$ cat src/rtl/hamming_secded_if.sv
// Streaming bus between the channel side and the SECDED decoder.
// Carries the codeword input handshake and the decoded result handshake.
interface hamming_secded_if #(
  parameter int unsigned DATA_W = 13,
  parameter int unsigned PAR_W  = 5
);
  localparam int unsigned CODE_W = DATA_W + PAR_W + 1;

  logic              in_valid;
  logic              in_ready;
  logic [CODE_W-1:0] code_in;
  logic              out_valid;
  logic              out_ready;
  logic [DATA_W-1:0] data_out;
  logic              err_single;
  logic              err_double;
  logic [PAR_W-1:0]  err_pos;

  modport master (
    output in_valid, code_in, out_ready,
    input  in_ready, out_valid, data_out, err_single, err_double, err_pos
  );

  modport slave (
    input  in_valid, code_in, out_ready,
    output in_ready, out_valid, data_out, err_single, err_double, err_pos
  );
endinterface

$ cat src/rtl/hamming_secded_decoder.sv
// Two-stage pipelined SECDED Hamming decoder with valid/ready streaming and global EN hold.
// Define HAMMING_ERR_STATS_EN to add the saturating error statistics counters.
module hamming_secded_decoder #(
  parameter int unsigned DATA_W = 13,
  parameter int unsigned PAR_W  = 5
`ifdef HAMMING_ERR_STATS_EN
  ,
  parameter int unsigned CNT_W  = 16
`endif
) (
  input  logic             clk,
  input  logic             rst,
  input  logic             EN,
`ifdef HAMMING_ERR_STATS_EN
  output logic [CNT_W-1:0] cnt_single,
  output logic [CNT_W-1:0] cnt_double,
  input  logic             cnt_clr,
`endif
  hamming_secded_if.slave  bus
);

  localparam int unsigned    CODE_W  = DATA_W + PAR_W + 1;
  localparam logic [PAR_W-1:0] MAX_POS = PAR_W'(CODE_W - 1);

  // Hamming position of data bit k: k-th non-power-of-two position from 1 upward.
  function automatic int data_pos(input int k);
    int n;
    int pos;
    n   = 0;
    pos = 0;
    for (int i = 1; i < int'(CODE_W); i++) begin
      if ((i & (i - 1)) != 0) begin
        if (n == k) pos = i;
        n++;
      end
    end
    return pos;
  endfunction

  logic              adv1;
  logic              adv2;
  logic [PAR_W-1:0]  syn_c;
  logic              par_c;
  logic [DATA_W-1:0] raw_c;

  logic              s1_valid;
  logic [DATA_W-1:0] s1_data;
  logic [PAR_W-1:0]  s1_syn;
  logic              s1_par;

  logic              flip_c;
  logic              single_c;
  logic              double_c;
  logic [DATA_W-1:0] fixed_c;

  assign adv2         = EN & (~bus.out_valid | bus.out_ready);
  assign adv1         = EN & (~s1_valid | adv2);
  assign bus.in_ready = adv1;

  // Syndrome is the XOR of the indices of all set bits; P0 covers the whole word.
  always_comb begin
    syn_c = '0;
    for (int i = 1; i < int'(CODE_W); i++) begin
      if (bus.code_in[i]) syn_c = syn_c ^ PAR_W'(i);
    end
    par_c = ^bus.code_in;
  end

  for (genvar k = 0; k < int'(DATA_W); k++) begin : g_data
    localparam int POS = data_pos(k);
    assign raw_c[k]   = bus.code_in[POS];
    assign fixed_c[k] = s1_data[k] ^ (flip_c && (s1_syn == PAR_W'(POS)));
  end

  // Odd overall parity means one flipped bit, unless the syndrome points past the word.
  assign flip_c   = s1_par && (s1_syn != '0) && (s1_syn <= MAX_POS);
  assign single_c = s1_par && (s1_syn <= MAX_POS);
  assign double_c = (s1_syn != '0) && (!s1_par || (s1_syn > MAX_POS));

  always_ff @(posedge clk) begin
    if (rst) begin
      s1_valid <= 1'b0;
      s1_data  <= '0;
      s1_syn   <= '0;
      s1_par   <= 1'b0;
    end else if (adv1) begin
      s1_valid <= bus.in_valid;
      if (bus.in_valid) begin
        s1_data <= raw_c;
        s1_syn  <= syn_c;
        s1_par  <= par_c;
      end
    end
  end

  always_ff @(posedge clk) begin
    if (rst) begin
      bus.out_valid  <= 1'b0;
      bus.data_out   <= '0;
      bus.err_single <= 1'b0;
      bus.err_double <= 1'b0;
      bus.err_pos    <= '0;
    end else if (adv2) begin
      bus.out_valid <= s1_valid;
      if (s1_valid) begin
        bus.data_out   <= fixed_c;
        bus.err_single <= single_c;
        bus.err_double <= double_c;
        bus.err_pos    <= s1_syn;
      end
    end
  end

`ifdef HAMMING_ERR_STATS_EN
  logic out_fire_c;
  assign out_fire_c = bus.out_valid & bus.out_ready & EN;

  // Clear wins over a same-cycle increment; both counters stick at all-ones.
  always_ff @(posedge clk) begin
    if (rst) begin
      cnt_single <= '0;
      cnt_double <= '0;
    end else if (EN) begin
      if (cnt_clr) begin
        cnt_single <= '0;
        cnt_double <= '0;
      end else if (out_fire_c) begin
        if (bus.err_single && (cnt_single != '1)) cnt_single <= cnt_single + CNT_W'(1);
        if (bus.err_double && (cnt_double != '1)) cnt_double <= cnt_double + CNT_W'(1);
      end
    end
  end
`endif

endmodule

$ cat src/flat_wrapper.sv
// flat-port wrapper written by rule: the top's interface ports become plain ports
module hamming_secded_decoder_flat 
#(
  parameter int unsigned DATA_W = 13,
  parameter int unsigned PAR_W  = 5

)
  (clk, rst, EN, bus_in_valid, bus_code_in, bus_out_ready, bus_in_ready, bus_out_valid, bus_data_out, bus_err_single, bus_err_double, bus_err_pos);
  hamming_secded_if #(.DATA_W(DATA_W), .PAR_W(PAR_W)) bus_i ();
  input  logic clk;
  input  logic rst;
  input  logic EN;
  input wire logic [$bits(bus_i.in_valid)-1:0] bus_in_valid;
  input wire logic [$bits(bus_i.code_in)-1:0] bus_code_in;
  input wire logic [$bits(bus_i.out_ready)-1:0] bus_out_ready;
  output wire logic [$bits(bus_i.in_ready)-1:0] bus_in_ready;
  output wire logic [$bits(bus_i.out_valid)-1:0] bus_out_valid;
  output wire logic [$bits(bus_i.data_out)-1:0] bus_data_out;
  output wire logic [$bits(bus_i.err_single)-1:0] bus_err_single;
  output wire logic [$bits(bus_i.err_double)-1:0] bus_err_double;
  output wire logic [$bits(bus_i.err_pos)-1:0] bus_err_pos;
  assign bus_i.in_valid = bus_in_valid;
  assign bus_i.code_in = bus_code_in;
  assign bus_i.out_ready = bus_out_ready;
  assign bus_in_ready = bus_i.in_ready;
  assign bus_out_valid = bus_i.out_valid;
  assign bus_data_out = bus_i.data_out;
  assign bus_err_single = bus_i.err_single;
  assign bus_err_double = bus_i.err_double;
  assign bus_err_pos = bus_i.err_pos;
  hamming_secded_decoder #(.DATA_W(DATA_W), .PAR_W(PAR_W)) u_core (.clk(clk), .rst(rst), .EN(EN), .bus(bus_i));
endmodule
$ cat config.mk
export PLATFORM = sky130hd
export DESIGN_NAME = hamming_secded_decoder_flat
export DESIGN_NICKNAME = d
export VERILOG_FILES = /design/src/rtl/hamming_secded_if.sv /design/src/rtl/hamming_secded_decoder.sv /design/src/flat_wrapper.sv
export SDC_FILE = /design/constraint.sdc
export NUM_CORES = 1
export LEC_CHECK = 0
export BUFFER_PORTS_ARGS = -buffer_cell sky130_fd_sc_hd__buf_2
export CAP_MARGIN = 20
export CORE_ASPECT_RATIO = 1.25
export CORE_MARGIN = 3
export CORE_UTILIZATION = 45
export DETAILED_ROUTE_END_ITERATION = 10
export PLACE_DENSITY = 0.72
export SETUP_SLACK_MARGIN = 0.2
export SYNTH_ARGS = -nofsm -noshare
export SYNTH_HDL_FRONTEND = slang
export SYNTH_SLANG_ARGS = --single-unit
$ cat constraint.sdc
create_clock -name clk -period 1.7 [get_ports clk]
set_clock_uncertainty 0.1 [all_clocks]
set_input_delay 0.255 -clock clk [delete_from_list [all_inputs] [get_ports clk]]
set_output_delay 0.255 -clock clk [all_outputs]
set_load 0.01 [all_outputs]
Word level (Yosys, flattened, before mapping)
Cells that the tools add are included.
{ "op_classes": {"n_mul": 0, "add_sub_neg": 0, "n_mux": 18, "magnitude_cmp": 2, "reduce_logical": 23, "bitwise": 36, "n_div": 0, "n_shift": 0, "n_eq_ne": 13} }
{ "op_table": {"columns": ["operator", "count"], "rows": [
  ["$eq 5x4->1 const B", 7],
  ["$mux 4", 8],
  ["$reduce_xor 19->1", 1],
  ["$logic_and 1x1->1", 17],
  ["$not 2->2", 8],
  ["$eq 5x3->1 const B", 3],
  ["$mux 5", 3],
  ["$xor 1x1->1", 13],
  ["$mux 3", 4],
  ["$not 3->3", 4],
  ["$eq 5x5->1 const B", 2],
  ["$eq 5x2->1 const B", 1],
  ["$gt 5x5->1 const B", 1],
  ["$le 5x5->1 const B", 1],
  ["$reduce_bool 5->1", 1],
  ["$mux 2", 2],
  ["$not 1->1 const A", 4],
  ["$not 4->4", 1],
  ["$reduce_and 2->1", 2],
  ["$and 1x1->1", 2],
  ["$not 1->1", 2],
  ["$or 1x1->1", 2],
  ["$logic_not 1->1", 1],
  ["$logic_or 1x1->1", 1],
  ["$mux 1", 1]
]} }
{ "totals": {"inputBits": 24, "output_inout_bits": 22, "ff_bits": 41, "ram_bits": 0, "memories": 0, "latchBits": 0, "mem_bits_ro": 0, "word_cells": 101} }

Logic depth before layout (Yosys ltp)
{ "logic_depth": {"word_depth": 31, "depth_mapped": 6, "ltp_nobuf": 5} }

Worst setup path before layout
No wires, ideal clock.
{ "synth_timing": {"path_type": "input to register", "from": "in bus_code_in[4]", "to": "reg u_core.s1_par", "arrival_time_ns": 1.487, "stages": 5, "path_buffers": 0, "setup_ns": 0.062, "setup_slack_ns": 0.051, "t_required_ns": 1.538, "path_cell_list": "xnor2_1 xnor2_1 xnor3_1 or4_1 nand3_1"} }
{ "synth_via": {"elab_chain_cells": 1} }
{ "synth_rtl": {"columns": ["element", "line", "source"], "rows": [
  ["start: declaration", "flat_wrapper.sv:14", "input wire logic [$bits(bus_i.code_in)-1:0] bus_code_in;"],
  ["$reduce_xor 19->1", "hamming_secded_decoder.sv:66", "par_c = ^bus.code_in;"],
  ["end signal: assignment", "hamming_secded_decoder.sv:91", "s1_par <= par_c;"],
  ["end: declaration", "hamming_secded_decoder.sv:49", "logic s1_par;"]
]} }
Every way passes these cells.
A chain may end at the register's enable or synchronous reset.

Worst setup path in the final report
{ "layout_timing": {"from": "reg u_core.bus.out_valid", "to": "reg u_core.s1_par"} }
{ "layout_via": {"elab_chain_cells": 6} }
{ "layout_rtl": {"columns": ["element", "line", "source"], "rows": [
  ["start: declaration", "hamming_secded_if.sv:26", "output in_ready, out_valid, data_out, err_single, err_double, err_pos"],
  ["start signal: assignment", "hamming_secded_decoder.sv:104", "bus.out_valid <= s1_valid;"],
  ["$not 1->1", "hamming_secded_decoder.sv:56", "assign adv2 = EN & (~bus.out_valid | bus.out_ready);"],
  ["$or 1x1->1", "hamming_secded_decoder.sv:56", null],
  ["$and 1x1->1", "hamming_secded_decoder.sv:56", null],
  ["$or 1x1->1", "hamming_secded_decoder.sv:57", "assign adv1 = EN & (~s1_valid | adv2);"],
  ["$and 1x1->1", "hamming_secded_decoder.sv:57", null],
  ["$reduce_and 2->1 (no source line)", null, null]
]} }
Every way passes these cells.

==> out/qor.txt <==
=====================================================================================
Synth unique cells .....................................................           28
Wire length on met3 ....................................................       176 um
Final core occ .........................................................        0.649
Cell Count Post-Placement ..............................................          334
Transition at the pin with the smallest max-transition slack ...........     0.303 ns
Core area ..............................................................     4200 um2
Result of the run ...................................................... finished clean
Register area share after synthesis ....................................        0.409
Leakage ................................................................      1.21 nW
Number of instances in the synthesized netlist .........................          226
Mean Syn Cell Area .....................................................     8.87 um2
CTS H-tree depth .......................................................            2
Overall overflow remaining after global route ..........................            0
Root buffer selected by CTS ............................................     clkbuf_8
Number of CTS-inserted buffers .........................................            5
Wire length on met1 ....................................................      2050 um
Critical path type .....................................................   reg -> reg
Worst IR drop on VDD ...................................................       561 uV
Via count of the first global-routing pass .............................        1,556
Max-capacitance violation count ........................................            0
Count of placed standard cells in the final layout, fillers left out ...          353
Layout cell share with drive strength beyond 1 .........................        0.333
Unrepaired setup endpoints after global routing ........................          yes
Netlist Area Pre-Place .................................................     2000 um2
Yosys synthesis warning count ..........................................            0
Remaining antenna violation count after routing ........................            0
Final setup vio count ..................................................            0
Initial Utilization ....................................................        0.478
Yosys reg bits .........................................................           41
Worst hold path type ...................................................    in -> reg
Post-Place Setup Slack .................................................    -0.140 ns
Clock-pin slew of the registers on the worst-case setup and hold paths .      0.08 ns
Pwr dens ...............................................................   902 nW/um2
Maximum number of pins on one net before global-route repair ...........           34
CTS tree ...............................................................          yes
Die width ..............................................................      65.7 um
Number of vias per cell ................................................         4.89
Layout overhead on the synthesized area ................................        35.8%
Final max-slew violation count .........................................            0
Crit path launch type ..................................................     register
Crit path buffers/inverters ............................................            2
Kind of cell with the highest combined delay on the critical path ...... simple AND/OR/NAND/NOR gates
DRT Pass-1 Iters .......................................................            4
Met2 layer wire length in the routed design ............................      2240 um
Area of the die ........................................................     5300 um2
Biggest cell delay along the critical path .............................      0.50 ns
Fill cell total of the finished layout .................................          340
I/O pin count ..........................................................           46
Endpoint kind of the worst setup timing path ...........................     register
Fin crit period ........................................................      1.59 ns
Fmax ...................................................................      630 MHz
Critical Path Slowest Stage Cell .......................................        or4_4
Wire length per cell after detailed routing ............................      12.8 um
ANT cells ..............................................................            0
Largest fanout of any net on the critical path .........................            4
Worst relative slew slack ..............................................        0.796
Net count of the mapped netlist ........................................          250
Maximum root-to-sink buffer count ......................................            2
Chain of cells forming the critical path ............................... nand2b_1 > o211ai_1 > buf_4 > clkbuf_16 > or4_4 > nand3_2
Routed vias ............................................................        1,726
Data arrival, critical path ............................................      1.72 ns
Final Cycle Share ......................................................        0.934
Global-route usage over all layers .....................................        0.170
Net count of the finished layout .......................................          320
Setup WS post-layout ...................................................     0.112 ns
DRC violation count after routing ......................................            0
Number of clock sinks ..................................................           41
Number of DRC violations after detailed-routing iteration 0 ............           59
Quantity of I/O buffers inserted on ports ..............................           45
Final instance area ....................................................     2720 um2
Placement Rows .........................................................           26
Source-to-sink clock delay at the later pin of the worst-skew pair .....      0.29 ns
Initial antenna violation count ........................................            0
Die span in y ..........................................................      80.6 um
Hold Slack .............................................................     0.131 ns
Final Hold Vio Count ...................................................            0
Worst Path Required ....................................................      1.83 ns
Final weighted congestion in routability-driven placement ..............        0.766
CTS Hold Buffers Added .................................................            0
Highest routing layer actually used ....................................         met4
First-pass GRT wire length .............................................      7010 um
Sum of routed wire length over all layers ..............................      4520 um
Post-DP HPWL ...........................................................      3230 um
Placed Instance Area ...................................................     2430 um2
=====================================================================================
==> layout by cell type (no fill, tap or decap), drive strengths merged <==
cell    instances
a22oi           1
o211ai          2
bufinv          1
a21boi          1
or4             1
or3             1
inv             1
a311oi          1
nand2b          3
nand3           7
nor2b           7
a21oi          10
o21ai           1
a211oi         12
nand3b          1
nor2           37
or2             1
clkbuf          9
xnor3           3
nor3            1
nor3b           1
nand4           2
dfxtp          41
xnor2          24
nor4            1
nand2          24
mux2i          17
xor2           13
buf            73
==> repair_timing <==
item	CTS	global route
setup endpoints to repair	9	34
endpoints found under the hold margin	0	0
cloned	0	3
gates resized for setup	3	19
buffers inserted	0	8
pin swaps	0	5
==> where the power goes <==
group / switching (mW) / internal (mW) / total [mW]
Clock: 0.316 / 0.478 / 0.794
Combinational: 0.277 / 0.325 / 0.602
Sequential: 0.0451 / 1.02 / 1.06
==> area by class of cell <==
class	instances	area [um2]	share of cell area
multi-input cells	172	1190	0.437
flip-flops and latches	41	830	0.305
repair buffers	75	514	0.189
clock buffers	7	86.3	0.0317
well taps	56	70.1	0.0257
clock inverters	1	30.0	0.0110
inverters	1	3.75	0.00138
==> metrics by stage <==
stage	power, mW	TNS (ns)
after floorplan	1.40	0
after global placement	1.60	-0.0693
after detailed placement	1.61	-0.140
after CTS	2.41	0
after global routing	2.59	0
final	2.46	0
==> synthesized netlist by cell type <==
library cell / number / area [um2]
nor3b_1: 1 / 7.51
buf_2: 3 / 15.0
xnor2_1: 24 / 210
o21ai_0: 1 / 5.00
nor3_1: 1 / 5.00
nand4_1: 2 / 12.5
o211ai_1: 2 / 15.0
nand2b_1: 3 / 18.8
dfxtp_1: 41 / 821
or4_1: 1 / 7.51
clkbuf_1: 9 / 33.8
inv_1: 1 / 3.75
nand3_1: 7 / 35.0
xnor3_1: 3 / 67.6
nor4_1: 1 / 6.26
a311oi_1: 1 / 8.76
a21oi_1: 10 / 50.1
xor2_1: 13 / 114
nand3b_1: 1 / 7.51
mux2i_1: 17 / 170
a211oi_1: 12 / 90.1
a21boi_0: 1 / 7.51
nor2b_1: 7 / 43.8
a22oi_1: 1 / 7.51
nor2_1: 37 / 139
or2_1: 1 / 6.26
or3_1: 1 / 6.26
nand2_1: 24 / 90.1
==> final timing paths <==
| path | slack [ns] | to | startpoint | cells past startpoint |
|---|---|---|---|---|
| setup / recovery | 0.11 | u_core.s1_par | u_core.bus.out_valid | 6 |
| setup reg to reg | 0.11 | u_core.s1_par | u_core.bus.out_valid | 6 |
| hold reg to reg | 0.35 | u_core.bus.err_pos[1] | u_core.bus.err_pos[1] | 2 |
| hold / removal | 0.13 | u_core.s1_data[7] | bus_code_in[12] | 3 |
==> cell families after synthesis <==
logic type             count (synthesis)  share of synthesized area
XOR/XNOR                              40                      0.195
AND/OR/NAND/NOR                       87                      0.192
AO/OA/AOI/OAI                         28                     0.0918
buffers and inverters                 13                     0.0262
flip-flops                            41                      0.409
multiplexers                          17                     0.0849
==> state kept, by name (all words and copies together) (netlist names) <==
| signal | count |
|---|---|
| u_core.bus.out_valid | 1 |
| u_core.s1_valid | 1 |
| u_core.s1_data | 13 |
| u_core.bus.err_double | 1 |
| u_core.s1_par | 1 |
| u_core.s1_syn | 5 |
| u_core.bus.err_pos | 5 |
| u_core.bus.data_out | 13 |
| u_core.bus.err_single | 1 |
==> worst min-delay path, delay by kind of cell <==
| family | cells | cell delay, ns |
|---|---|---|
| simple gates | 1 | 0.08 |
| buf+inv | 1 | 0.10 |
| mux | 1 | 0.06 |
==> layer usage <==
metal / up-vias / GRT usage
met5: - / 0
met4: 0 / 0.0622
met3: 6 / 0.0378
met2: 34 / 0.287
met1: 787 / 0.210
li1: 899 / -
Note: power is estimated with default switching activity, not from simulation.
